<file path="config.mk">
export PLATFORM = sky130hd
export DESIGN_NAME = frame_scheduler
export DESIGN_NICKNAME = d
export VERILOG_FILES = /design/src/rtl/frame_scheduler_pkg.sv /design/src/rtl/frame_watchdog.sv /design/src/rtl/frame_scheduler.sv
export SDC_FILE = /design/constraint.sdc
export NUM_CORES = 1
export LEC_CHECK = 0
export CAP_MARGIN = 20
export CORE_MARGIN = 3
export CORE_UTILIZATION = 40
export DETAILED_ROUTE_END_ITERATION = 8
export PLACE_DENSITY = 0.78
export SLEW_MARGIN = 15
export SYNTH_ARGS = -nofsm -noshare
export SYNTH_HDL_FRONTEND = slang
export SYNTH_SLANG_ARGS = --single-unit
</file>
<file path="constraint.sdc">
create_clock -name clk -period 2.07 [get_ports clk]
set_clock_uncertainty 0.2 [all_clocks]
set_input_delay 0.414 -clock clk [delete_from_list [all_inputs] [get_ports clk]]
set_output_delay 0.414 -clock clk [all_outputs]
set_load 0.005 [all_outputs]
</file>
<file path="src/rtl/frame_scheduler_pkg.sv">
// ---------------------------------------------------------------------------
// frame_scheduler_pkg
// Shared definitions for the frame scheduler slice:
//   state_t      scheduler FSM states
//   BLACK        colour driven to the VGA port during the erase pass
//   TMO_DEFAULT  default watchdog limit (cycles) for a client's done
// ---------------------------------------------------------------------------
package frame_scheduler_pkg;

  typedef enum logic [2:0] {
    S_IDLE,
    S_START,
    S_WAIT,
    S_NEXT,
    S_STEP
  } state_t;

  localparam logic [2:0]  BLACK       = 3'b000;
  localparam logic [19:0] TMO_DEFAULT = 20'd4095;

endpackage

</file>
<file path="src/rtl/frame_watchdog.sv">
// ---------------------------------------------------------------------------
// frame_watchdog
// Resettable saturating up-counter with a terminal-count flag. The scheduler
// clears it while a client is being started and lets it count while waiting
// for that client's done.
//   clk, resetn  clock, asynchronous active-low reset
//   clear        synchronous clear (wins over en)
//   en           count enable
//   limit        terminal count value
//   tc           high while count == limit
// ---------------------------------------------------------------------------
module frame_watchdog #(
  parameter int W = 20
) (
  input  logic         clk,
  input  logic         resetn,
  input  logic         clear,
  input  logic         en,
  input  logic [W-1:0] limit,
  output logic         tc
);

  logic [W-1:0] count;

  // NOTE: state registers use non-blocking assignments so every flop samples
  // the pre-edge values, independent of process evaluation order.
  always_ff @(posedge clk or negedge resetn) begin
    if (!resetn) begin
      count <= '0;
    end else if (clear) begin
      count <= '0;
    end else if (en && (count != '1)) begin
      count <= count + W'(1);
    end
  end

  assign tc = (count == limit);

endmodule

</file>
<file path="src/rtl/frame_scheduler.sv">
// ---------------------------------------------------------------------------
// frame_scheduler
// Sequences one animation frame over NCLIENT draw clients and owns the single
// VGA plot port. Each tick runs an erase pass (colour forced to black), pulses
// step, then runs a colour draw pass. Clients are handshaked with start/done.
// While loading is high the loader drives the VGA port directly and any
// frame in progress is dropped.
//   clk, resetn                       clock, asynchronous active-low reset
//   tick                              frame request pulse
//   loading, load_x/y/colour/plot     brick loader override and its pixel
//   start / done                      one-hot client start, client finished
//   cl_x/cl_y/cl_colour/cl_plot       packed client pixels (client i at i*W)
//   vga_x/vga_y/vga_colour/vga_plot   registered pixel to the VGA adapter
//   erase, step, busy                 pass indicator, logic step, not IDLE
//   timeout_err, overrun              sticky error flags
// ---------------------------------------------------------------------------
module frame_scheduler
  import frame_scheduler_pkg::*;
#(
  parameter int          NCLIENT = 3,
  parameter int          XW      = 10,
  parameter int          CW      = 3,
  parameter logic [19:0] TMO     = TMO_DEFAULT
) (
  input  logic                  clk,
  input  logic                  resetn,
  input  logic                  tick,
  input  logic                  loading,
  input  logic [XW-1:0]         load_x,
  input  logic [XW-1:0]         load_y,
  input  logic [CW-1:0]         load_colour,
  input  logic                  load_plot,
  output logic [NCLIENT-1:0]    start,
  input  logic [NCLIENT-1:0]    done,
  input  logic [NCLIENT*XW-1:0] cl_x,
  input  logic [NCLIENT*XW-1:0] cl_y,
  input  logic [NCLIENT*CW-1:0] cl_colour,
  input  logic [NCLIENT-1:0]    cl_plot,
  output logic [XW-1:0]         vga_x,
  output logic [XW-1:0]         vga_y,
  output logic [CW-1:0]         vga_colour,
  output logic                  vga_plot,
  output logic                  erase,
  output logic                  step,
  output logic                  busy,
  output logic                  timeout_err,
  output logic                  overrun
);

  localparam int             IW       = (NCLIENT > 1) ? $clog2(NCLIENT) : 1;
  localparam logic [IW-1:0]  LAST_IDX = IW'(NCLIENT - 1);

  state_t        state, state_d;
  logic [IW-1:0] idx, idx_d;
  logic          pass, pass_d;     // 0 = erase pass, 1 = draw pass
  logic          wd_clear, wd_en, wd_tc;
  logic          tmo_hit;

  logic [XW-1:0] sel_x, sel_y;
  logic [CW-1:0] sel_colour;

  frame_watchdog #(.W(20)) u_watchdog (
    .clk    (clk),
    .resetn (resetn),
    .clear  (wd_clear),
    .en     (wd_en),
    .limit  (TMO - 20'd1),
    .tc     (wd_tc)
  );

  always_ff @(posedge clk or negedge resetn) begin
    if (!resetn) begin
      state <= S_IDLE;
      idx   <= '0;
      pass  <= 1'b0;
    end else begin
      state <= state_d;
      idx   <= idx_d;
      pass  <= pass_d;
    end
  end

  // NOTE: every signal written here gets a default first, so no path through
  // the case statement can leave one unassigned and infer a latch.
  always_comb begin
    state_d  = state;
    idx_d    = idx;
    pass_d   = pass;
    start    = '0;
    step     = 1'b0;
    wd_clear = 1'b0;
    wd_en    = 1'b0;
    tmo_hit  = 1'b0;

    case (state)
      S_IDLE: begin
        if (tick) begin
          state_d = S_START;
          idx_d   = '0;
          pass_d  = 1'b0;
        end
      end
      S_START: begin
        start    = NCLIENT'(1) << idx;
        wd_clear = 1'b1;
        state_d  = S_WAIT;
      end
      S_WAIT: begin
        wd_en = 1'b1;
        // done on the threshold cycle still counts as done
        if (done[idx]) begin
          state_d = S_NEXT;
        end else if (wd_tc) begin
          tmo_hit = 1'b1;
          state_d = S_NEXT;
        end
      end
      S_NEXT: begin
        if (idx < LAST_IDX) begin
          idx_d   = idx + IW'(1);
          state_d = S_START;
        end else if (!pass) begin
          state_d = S_STEP;
        end else begin
          idx_d   = '0;
          pass_d  = 1'b0;
          state_d = S_IDLE;
        end
      end
      S_STEP: begin
        step    = 1'b1;
        pass_d  = 1'b1;
        idx_d   = '0;
        state_d = S_START;
      end
      default: state_d = S_IDLE;
    endcase

    // The loader preempts everything: drop the frame and park in IDLE.
    if (loading) begin
      state_d = S_IDLE;
      idx_d   = '0;
      pass_d  = 1'b0;
      tmo_hit = 1'b0;
    end
  end

  assign busy  = (state != S_IDLE);
  assign erase = ~pass & busy;

  always_ff @(posedge clk or negedge resetn) begin
    if (!resetn) begin
      timeout_err <= 1'b0;
      overrun     <= 1'b0;
    end else begin
      if (tmo_hit) timeout_err <= 1'b1;
      if (tick && busy && !loading) overrun <= 1'b1;
    end
  end

  // Pick the active client's pixel with constant-index slices.
  always_comb begin
    sel_x      = '0;
    sel_y      = '0;
    sel_colour = '0;
    for (int i = 0; i < NCLIENT; i++) begin
      if (idx == IW'(i)) begin
        sel_x      = cl_x[i*XW +: XW];
        sel_y      = cl_y[i*XW +: XW];
        sel_colour = cl_colour[i*CW +: CW];
      end
    end
  end

  always_ff @(posedge clk or negedge resetn) begin
    if (!resetn) begin
      vga_x      <= '0;
      vga_y      <= '0;
      vga_colour <= '0;
      vga_plot   <= 1'b0;
    end else if (loading) begin
      vga_x      <= load_x;
      vga_y      <= load_y;
      vga_colour <= load_colour;
      vga_plot   <= load_plot;
    end else if (state == S_WAIT) begin
      vga_x      <= sel_x;
      vga_y      <= sel_y;
      vga_colour <= erase ? CW'(BLACK) : sel_colour;
      vga_plot   <= cl_plot[idx];
    end else begin
      vga_plot   <= 1'b0;
    end
  end

endmodule

</file>
==> metrics.sh, run 1 <==
GRT_OVERFLOW=0
CRITICAL_PATH_REQUIRED_NS=2.11
FINALHOLDVIOLCOUNT=0
PLACE_CONGESTION=0.925
GRT_PASS1_WL_UM=17400
DIE_H_UM=97.4
PATH_CLASS='register to register'
DRC=0
POWER_PER_CELL_AREA_nW_PER_UM2=504
DETAILROUTE.VIA_COUNT=3553
TOTAL_POWER_uW=2690
POST_SYNTH_INSTANCE_AREA_UM2=3340
YOSYSWARNINGS=0
GRT_USE_TOTAL_PCT=21.9
LEAKAGEPOWER_uW=0.00219
ANTENNA_CELLS_INSERTED=0
WORST-SLEW-PIN-TRANSITION_NS=0.430
FINAL_MIN_PERIOD_OVER_CLOCK_PERIOD_PCT=105
CTS_ROOT_BUF='sky130_fd_sc_hd__clkbuf_8'
ROUTED_WIRE_LENGTH_PER_INSTANCE_UM=17.4
RUN_STATUS='finished, violations left'
SYNTH_TOP_CELL_BY_AREA='sky130_fd_sc_hd__dfrtp_1'
WORST-PATH-MAX-FANOUT=5
CTS_BUFFERS=5
RSZ0062_AT_GRT='yes'
CTS_TREE='done'
GRT_ANTENNA_BEFORE_REPAIR=1
YS_ASYNC_SR_FRACTION_PCT=100
MOST_FREQUENT_CELLS_IN_THE_LAYOUT='sky130_fd_sc_hd__clkdlybuf4s50_1, sky130_fd_sc_hd__dfrtp_1, sky130_fd_sc_hd__nand2_1'
CORE_REGION_AREA_UM2=7930
FINALSETUPVIOLATIONS=4
VDD_DROP_MAX_uV=327
DR.PASS1.ITERS=6
POSTSYNTHCELLCOUNT=378
LEADING_CELL_TYPE_IN_THE_LAYOUT_FILL_AND_TAPS_EXCLUDED='sky130_fd_sc_hd__clkdlybuf4s50_1'
SETUP_TNS_NS=-0.183
CRIT_PATH_END_KIND='register'
MAX-CAP-VIOLATIONS=0
SYNTH.AVG_CELL_AREA_UM2=8.84
NETLIST_TOP_CELLS_AREA='sky130_fd_sc_hd__dfrtp_1, sky130_fd_sc_hd__mux2i_1, sky130_fd_sc_hd__nand2_1'
FIN_UTIL_PCT=67.4
NUMCLOCKSINKS=52
SYNTH_FLOP_CELL='sky130_fd_sc_hd__dfrtp_1'
SYNTH.FF_LATCH_COUNT=52
POST_SYNTH_NUM_CELL_TYPES=57
PLACE_HPWL_UM=8080
WORST_EP_ARRIVAL_TIME_NS=2.21
MIN_PATH_TYPE='primary input to register'
CTS-HTREE-LEVELS=2
CLK_PIN_SLEW_WORST_PATHS_NS=0.10
GRT_MAX_DEGREE=39
TIMING.FINAL.WS_SETUP_NS=-0.0977
FIN_NETS=635
WORST_SLEW_MARGIN_REL_PCT=71.3
AREAGROWTHSYNTHTOFINISH_PCT=59.9
INITIAL_UTILIZATION_PCT=42.2
SYNTH_TOP_AREA_SHARE_PCT=38.9
POST-PLACE-WS_NS=-0.0672
ROUTED_VIA_DENSITY=5.61
PLACEMENT.IO_BUFFERS=134
ROW_COUNT=32
SYNTH.NET_COUNT=483
SYNTH_ENABLE_FLOP_CELLS=0
POST_ROUTE_CELLS_DRIVE_ABOVE_1_SHARE_PCT=18.3
REG2REG_DEPTH=5
NUM_IO_PINS=135
CLOCK_INSERTION_DELAY_WORST_SKEW_NS=0.32
CP-START-KIND='register'
HOLD-PATH-CELL-COUNT=2
POSTROUTEWIRELENGTH_UM=11000
TIMING.FINAL.MAX_SLEW_VIOLATIONS=0
SYNTH_SEQUENTIAL_AREA_RATIO_PCT=38.9
ANTENNA_LEFT=0
DIE_W_UM=97.4
FINAL_CRITICAL_PERIOD_NS=2.17
VIA_COUNT_OF_THE_FIRST_GLOBAL_ROUTING_PASS=3459
VIOLATIONS_IN_THE_FINAL_REPORTS='negative setup slack'
DIE-AREA_UM2=9490
CTSLONGESTPATHBUFFERS=2
DETAIL_ROUTE.ITER0.VIOLATIONS=175
MAX_FREQ_GHz=0.461
## where the power goes
group / switching (µW) / total [µW] / internal, µW
clock network: 353 / 749 / 396
registers: 49.2 / 1140 / 1090
logic: 324 / 807 / 483
## per-layer routing
metal | global-route usage [%] | part of all wire [%] | wire (µm) | vias to the layer above
met5 | 0 | 0.18 | 20 | -
met4 | 4.79 | 1.7 | 184 | 2
met3 | 4.74 | 6.8 | 753 | 20
met2 | 37.8 | 51 | 5620 | 129
met1 | 28.2 | 40 | 4420 | 1702
li1 | - | - | - | 1700
## sequential cells by signal, summed over array words and instances, names as in the netlist
name,flops
idx,2
overrun,1
pass,1
state,3
timeout_err,1
u_watchdog.count,20
vga_colour,3
vga_plot,1
vga_x,10
vga_y,10
## critical path, cell delays in order (launching register included)
cell and delay (ns):
sky130_fd_sc_hd__dfrtp_1 0.42, sky130_fd_sc_hd__ha_1 0.23, sky130_fd_sc_hd__and2_2 0.25, sky130_fd_sc_hd__a311o_1 0.38
sky130_fd_sc_hd__or4_1 0.46, sky130_fd_sc_hd__a21oi_1 0.16
## per-stage QoR
stage	hold WS (ns)	area [µm²]	cells
floorplan	-0.0816	3360	378
global placement	0.174	4950	613
detailed placement	0.182	4950	613
CTS	0.269	5160	628
global route	0.317	5350	633
finish	0.270	5350	633
## final cells by class
cell class,count,area (µm²)
Clock buffer,6,82.6
Clock inverter,2,38.8
Fill cell,642,2580
Inverter,3,11.3
Multi-Input combinational cell,288,2030
Sequential cell,52,1300
Tap cell,102,128
Timing Repair Buffer,180,1750
## timing repair
item                                   in CTS  in global routing
gates cloned                                0                  0
endpoints found under the hold margin      14                  0
resized for setup                          31                 31
setup endpoints to repair                   7                 42
pin swaps                                   7                  8
setup buffers                               6                  5
hold buffers                                1                  0
## Yosys cell counts (4+ instances only)
cell                       instances
sky130_fd_sc_hd__a211oi_1         22
sky130_fd_sc_hd__a21oi_1          12
sky130_fd_sc_hd__and2_1            4
sky130_fd_sc_hd__buf_2            12
sky130_fd_sc_hd__clkbuf_1         16
sky130_fd_sc_hd__dfrtp_1          52
sky130_fd_sc_hd__mux2i_1          35
sky130_fd_sc_hd__nand2_1          48
sky130_fd_sc_hd__nand2b_1          5
sky130_fd_sc_hd__nand3_1           6
sky130_fd_sc_hd__nand4_1           6
sky130_fd_sc_hd__nor2_1           48
sky130_fd_sc_hd__nor3_1            5
sky130_fd_sc_hd__nor4_1            5
sky130_fd_sc_hd__o21ai_0          11
sky130_fd_sc_hd__o31ai_1          21
## cells by family (layout without fill, tap and decap cells)
kind of cell | after synthesis | count (layout) | synth area share (%)
adder cells (fa/ha/maj) | 2 | 2 | 0.748
AO/OA/AOI/OAI | 98 | 98 | 21.4
buffers and inverters | 38 | 191 | 5.50
AND/OR/NAND/NOR | 153 | 153 | 23.0
multiplexers | 35 | 35 | 10.5
flip-flops | 52 | 52 | 38.9
## final timing paths
path	slack, ns	start	to
max in group asynchronous	0.86	resetn	vga_x[4]
worst min-delay path	0.27	loading	state[1]
worst max register to register	-0.1	u_watchdog.count[0]	u_watchdog.count[19]
min in group asynchronous	0.36	resetn	u_watchdog.count[18]
worst max-delay path	-0.1	u_watchdog.count[0]	u_watchdog.count[19]
worst min register to register	0.31	overrun	overrun
No activity file was read; power rests on OpenSTA's default activity.
==> run 2, diff against run 1 <==
- CAP_MARGIN: 20 -> unset
- CORE_ASPECT_RATIO: unset -> 1.75
- CORE_MARGIN: 3 -> unset
==> run 2 against run 1 <==
  * Largest cell class unchanged
  * Cell count is 2.7% lower
  * Core utilization shrank 2.4 points
  * The flow finishes with violations (design-rule violations, negative setup slack)
  * Total power up 3.4%
  * Critical path depth shrank 1
  * Register-to-register slack better by 0.11 ns
==> metrics.sh, run 2 (synthesized netlist as in run 1, its figures left out) <==
ROUTED_WIRE_LENGTH_PER_INSTANCE_UM=18.1
CLK_PIN_SLEW_WORST_PATHS_NS=0.06
CRITICAL-PATH-SLOWEST-CELL='sky130_fd_sc_hd__dfrtp_1'
RUN_STATUS='finished, violations left'
PATH_CLASS='register to primary output'
REG2REG_FROM='state[0]'
POST_ROUTE_CELLS_DRIVE_ABOVE_1_SHARE_PCT=15.2
DIE-AREA_UM2=8740
WORST-PATH-MAX-FANOUT=5
CTS_TREE='done'
CLOCK_INSERTION_DELAY_WORST_SKEW_NS=0.30
WORSTPATHCELLLIST='buf_6 -> or3_4 -> nor2b_1 -> buf_2'
TIMING.FINAL.WS_SETUP_NS=-0.0135
GRT_PASS1_WL_UM=17500
GRT_OVERFLOW=0
NUMCLOCKSINKS=52
MIN_PATH_TYPE='register to register'
ROUTED_VIA_DENSITY=5.75
REGAREA_UM2=1300
WORST_EP_ARRIVAL_TIME_NS=1.47
MOST_FREQUENT_CELLS_IN_THE_LAYOUT='sky130_fd_sc_hd__clkdlybuf4s50_1, sky130_fd_sc_hd__dfrtp_1, sky130_fd_sc_hd__nand2_1, sky130_fd_sc_hd__nor2_1, sky130_fd_sc_hd__mux2i_1'
FIN_NETS=631
POWER_PER_CELL_AREA_nW_PER_UM2=534
NUM_IO_PINS=135
CTSLONGESTPATHBUFFERS=2
ANTENNA_LEFT=0
PLACEMENT.IO_BUFFERS=134
WORST_SLEW_MARGIN_REL_PCT=75.3
REG_TO_REG_SLACK_SETUP_NS=0.01
P_INT_uW=2060
INITIAL_UTILIZATION_PCT=41.7
GRT_ANTENNA_BEFORE_REPAIR=0
MAX-CAP-VIOLATIONS=0
DETAILROUTE.VIA_COUNT=3539
N_FILL_CELL=674
SWSHARE_PCT=26.1
POWER_FRAC_CLOCK_PCT=31.6
DIE_H_UM=123
LARGEST_REGISTER_FF_COUNT=20
ANTENNA_CELLS_INSERTED=0
AREAGROWTHSYNTHTOFINISH_PCT=56.0
VDD_DROP_MAX_uV=425
RSZ0062_AT_GRT='yes'
POST-PLACE-WS_NS=-0.0839
DETAIL_ROUTE.ITER0.VIOLATIONS=237
VIA_COUNT_OF_THE_FIRST_GLOBAL_ROUTING_PASS=3659
CTS_BUFFERS=5
DIE_W_UM=71.1
TIMING.FINAL.MAX_SLEW_VIOLATIONS=0
FINAL_MIN_PERIOD_OVER_CLOCK_PERIOD_PCT=101
FINAL_CELL_AREA_UM2=5220
DRC=11
CORE_REGION_AREA_UM2=8020
LEAKAGEPOWER_uW=0.00215
CPPEAKSTAGEDELAY_NS=0.39
PLACE_CONGESTION=0.925
FINALHOLDVIOLCOUNT=0
NET_SWITCHING_COMPONENT_OF_THE_POWER_uW=726
GRT_MAX_DEGREE=53
VIOLATIONS_IN_THE_FINAL_REPORTS='design-rule violations, negative setup slack'
DR.PASS1.ITERS=8
PLACE_HPWL_UM=8310
POSTROUTEWIRELENGTH_UM=11100
TOTAL_POWER_uW=2790
SHARE_SEQ_OF_TOTAL_POWER_PCT=40.6
CTS_ROOT_BUF='sky130_fd_sc_hd__clkbuf_16'
WORST-PATH-BUF-INV=2
ROW_COUNT=43
LARGESTREGISTERS='u_watchdog.count (20), vga_x (10), vga_y (10)'
HOLD_PATH_STARTPOINT='overrun'
PLACEMENT.CELL_AREA_UM2=4930
P_COMB_SHARE_PCT=27.8
CP-START-KIND='register'
AREA_TAKEN_BY_MULTI_INPUT_LOGIC_GATES_UM2=1950
LEADING_CELL_TYPE_IN_THE_LAYOUT_FILL_AND_TAPS_EXCLUDED='sky130_fd_sc_hd__clkdlybuf4s50_1'
CTS-HTREE-LEVELS=2
GRT_USE_TOTAL_PCT=25.9
MAX_FREQ_GHz=0.480
CRIT_START='state[0]'
CRIT_PATH_END_KIND='primary output'
CRITICAL_PATH_REQUIRED_NS=1.46
FINAL_CRITICAL_PERIOD_NS=2.08
FINALSETUPVIOLATIONS=1
WORST_PATH_DOMINANT_CELL_FAMILY='simple AND/OR/NAND/NOR gates'
REGMOSTFLOPS='u_watchdog.count'
WORST-SLEW-PIN-TRANSITION_NS=0.371
run 2: repair_timing:
item / in CTS / in global routing
gates cloned: 0 / 0
endpoints found under the hold margin: 52 / 0
buffers inserted: 5 / 1
hold buffers: 1 / 0
gates resized for setup: 31 / 11
pin swaps: 2 / 7
endpoints found under the setup margin: 7 / 8
run 2: power by group through the flow:
stage,Clock [µW],Combinational (µW),Sequential [µW]
detailed placement,0,737,1150
global placement,0,718,1140
floorplan,0,259,1160
global route,949,839,1140
CTS,894,765,1130
finish,882,774,1130
run 2: stage by stage:
step | instances | utilization [%] | hold WS (ns) | TNS, ns
3_3_place_gp | 602 | 61.6 | 0.230 | -0.162
5_1_grt | 616 | 65.1 | 0.302 | -0.136
2_1_floorplan | 378 | - | -0.0816 | 0
4_1_cts | 615 | 64.4 | 0.278 | -0.0335
6_report | 616 | 65.1 | 0.279 | -0.0135
3_5_place_dp | 602 | 61.6 | 0.231 | -0.225
run 2: final timing paths:
check                           cells after the start              endpoint
worst min register to register                      1               overrun
worst max register to register                      6  u_watchdog.count[19]
worst min-delay path                                1               overrun
max in group asynchronous                           3                idx[1]
min in group asynchronous                           3         vga_colour[2]
worst max-delay path                                4                 erase
run 2: per-layer routing:
metal | GRT usage (%) | part of all wire [%] | vias up
met2 | 48.7 | 55 | 118
li1 | - | - | 1685
met5 | 0 | 0 | -
met3 | 4.73 | 5.0 | 23
met1 | 27.9 | 37 | 1713
met4 | 11.5 | 3.0 | 0
run 2: area by class of cell:
class | instances | share of cell area [%]
Tap cell | 90 | 2.16
Inverter | 3 | 0.216
Clock buffer | 7 | 2.93
Sequential cell | 52 | 25.0
Timing Repair Buffer | 176 | 32.3
Multi-Input combinational cell | 288 | 37.4
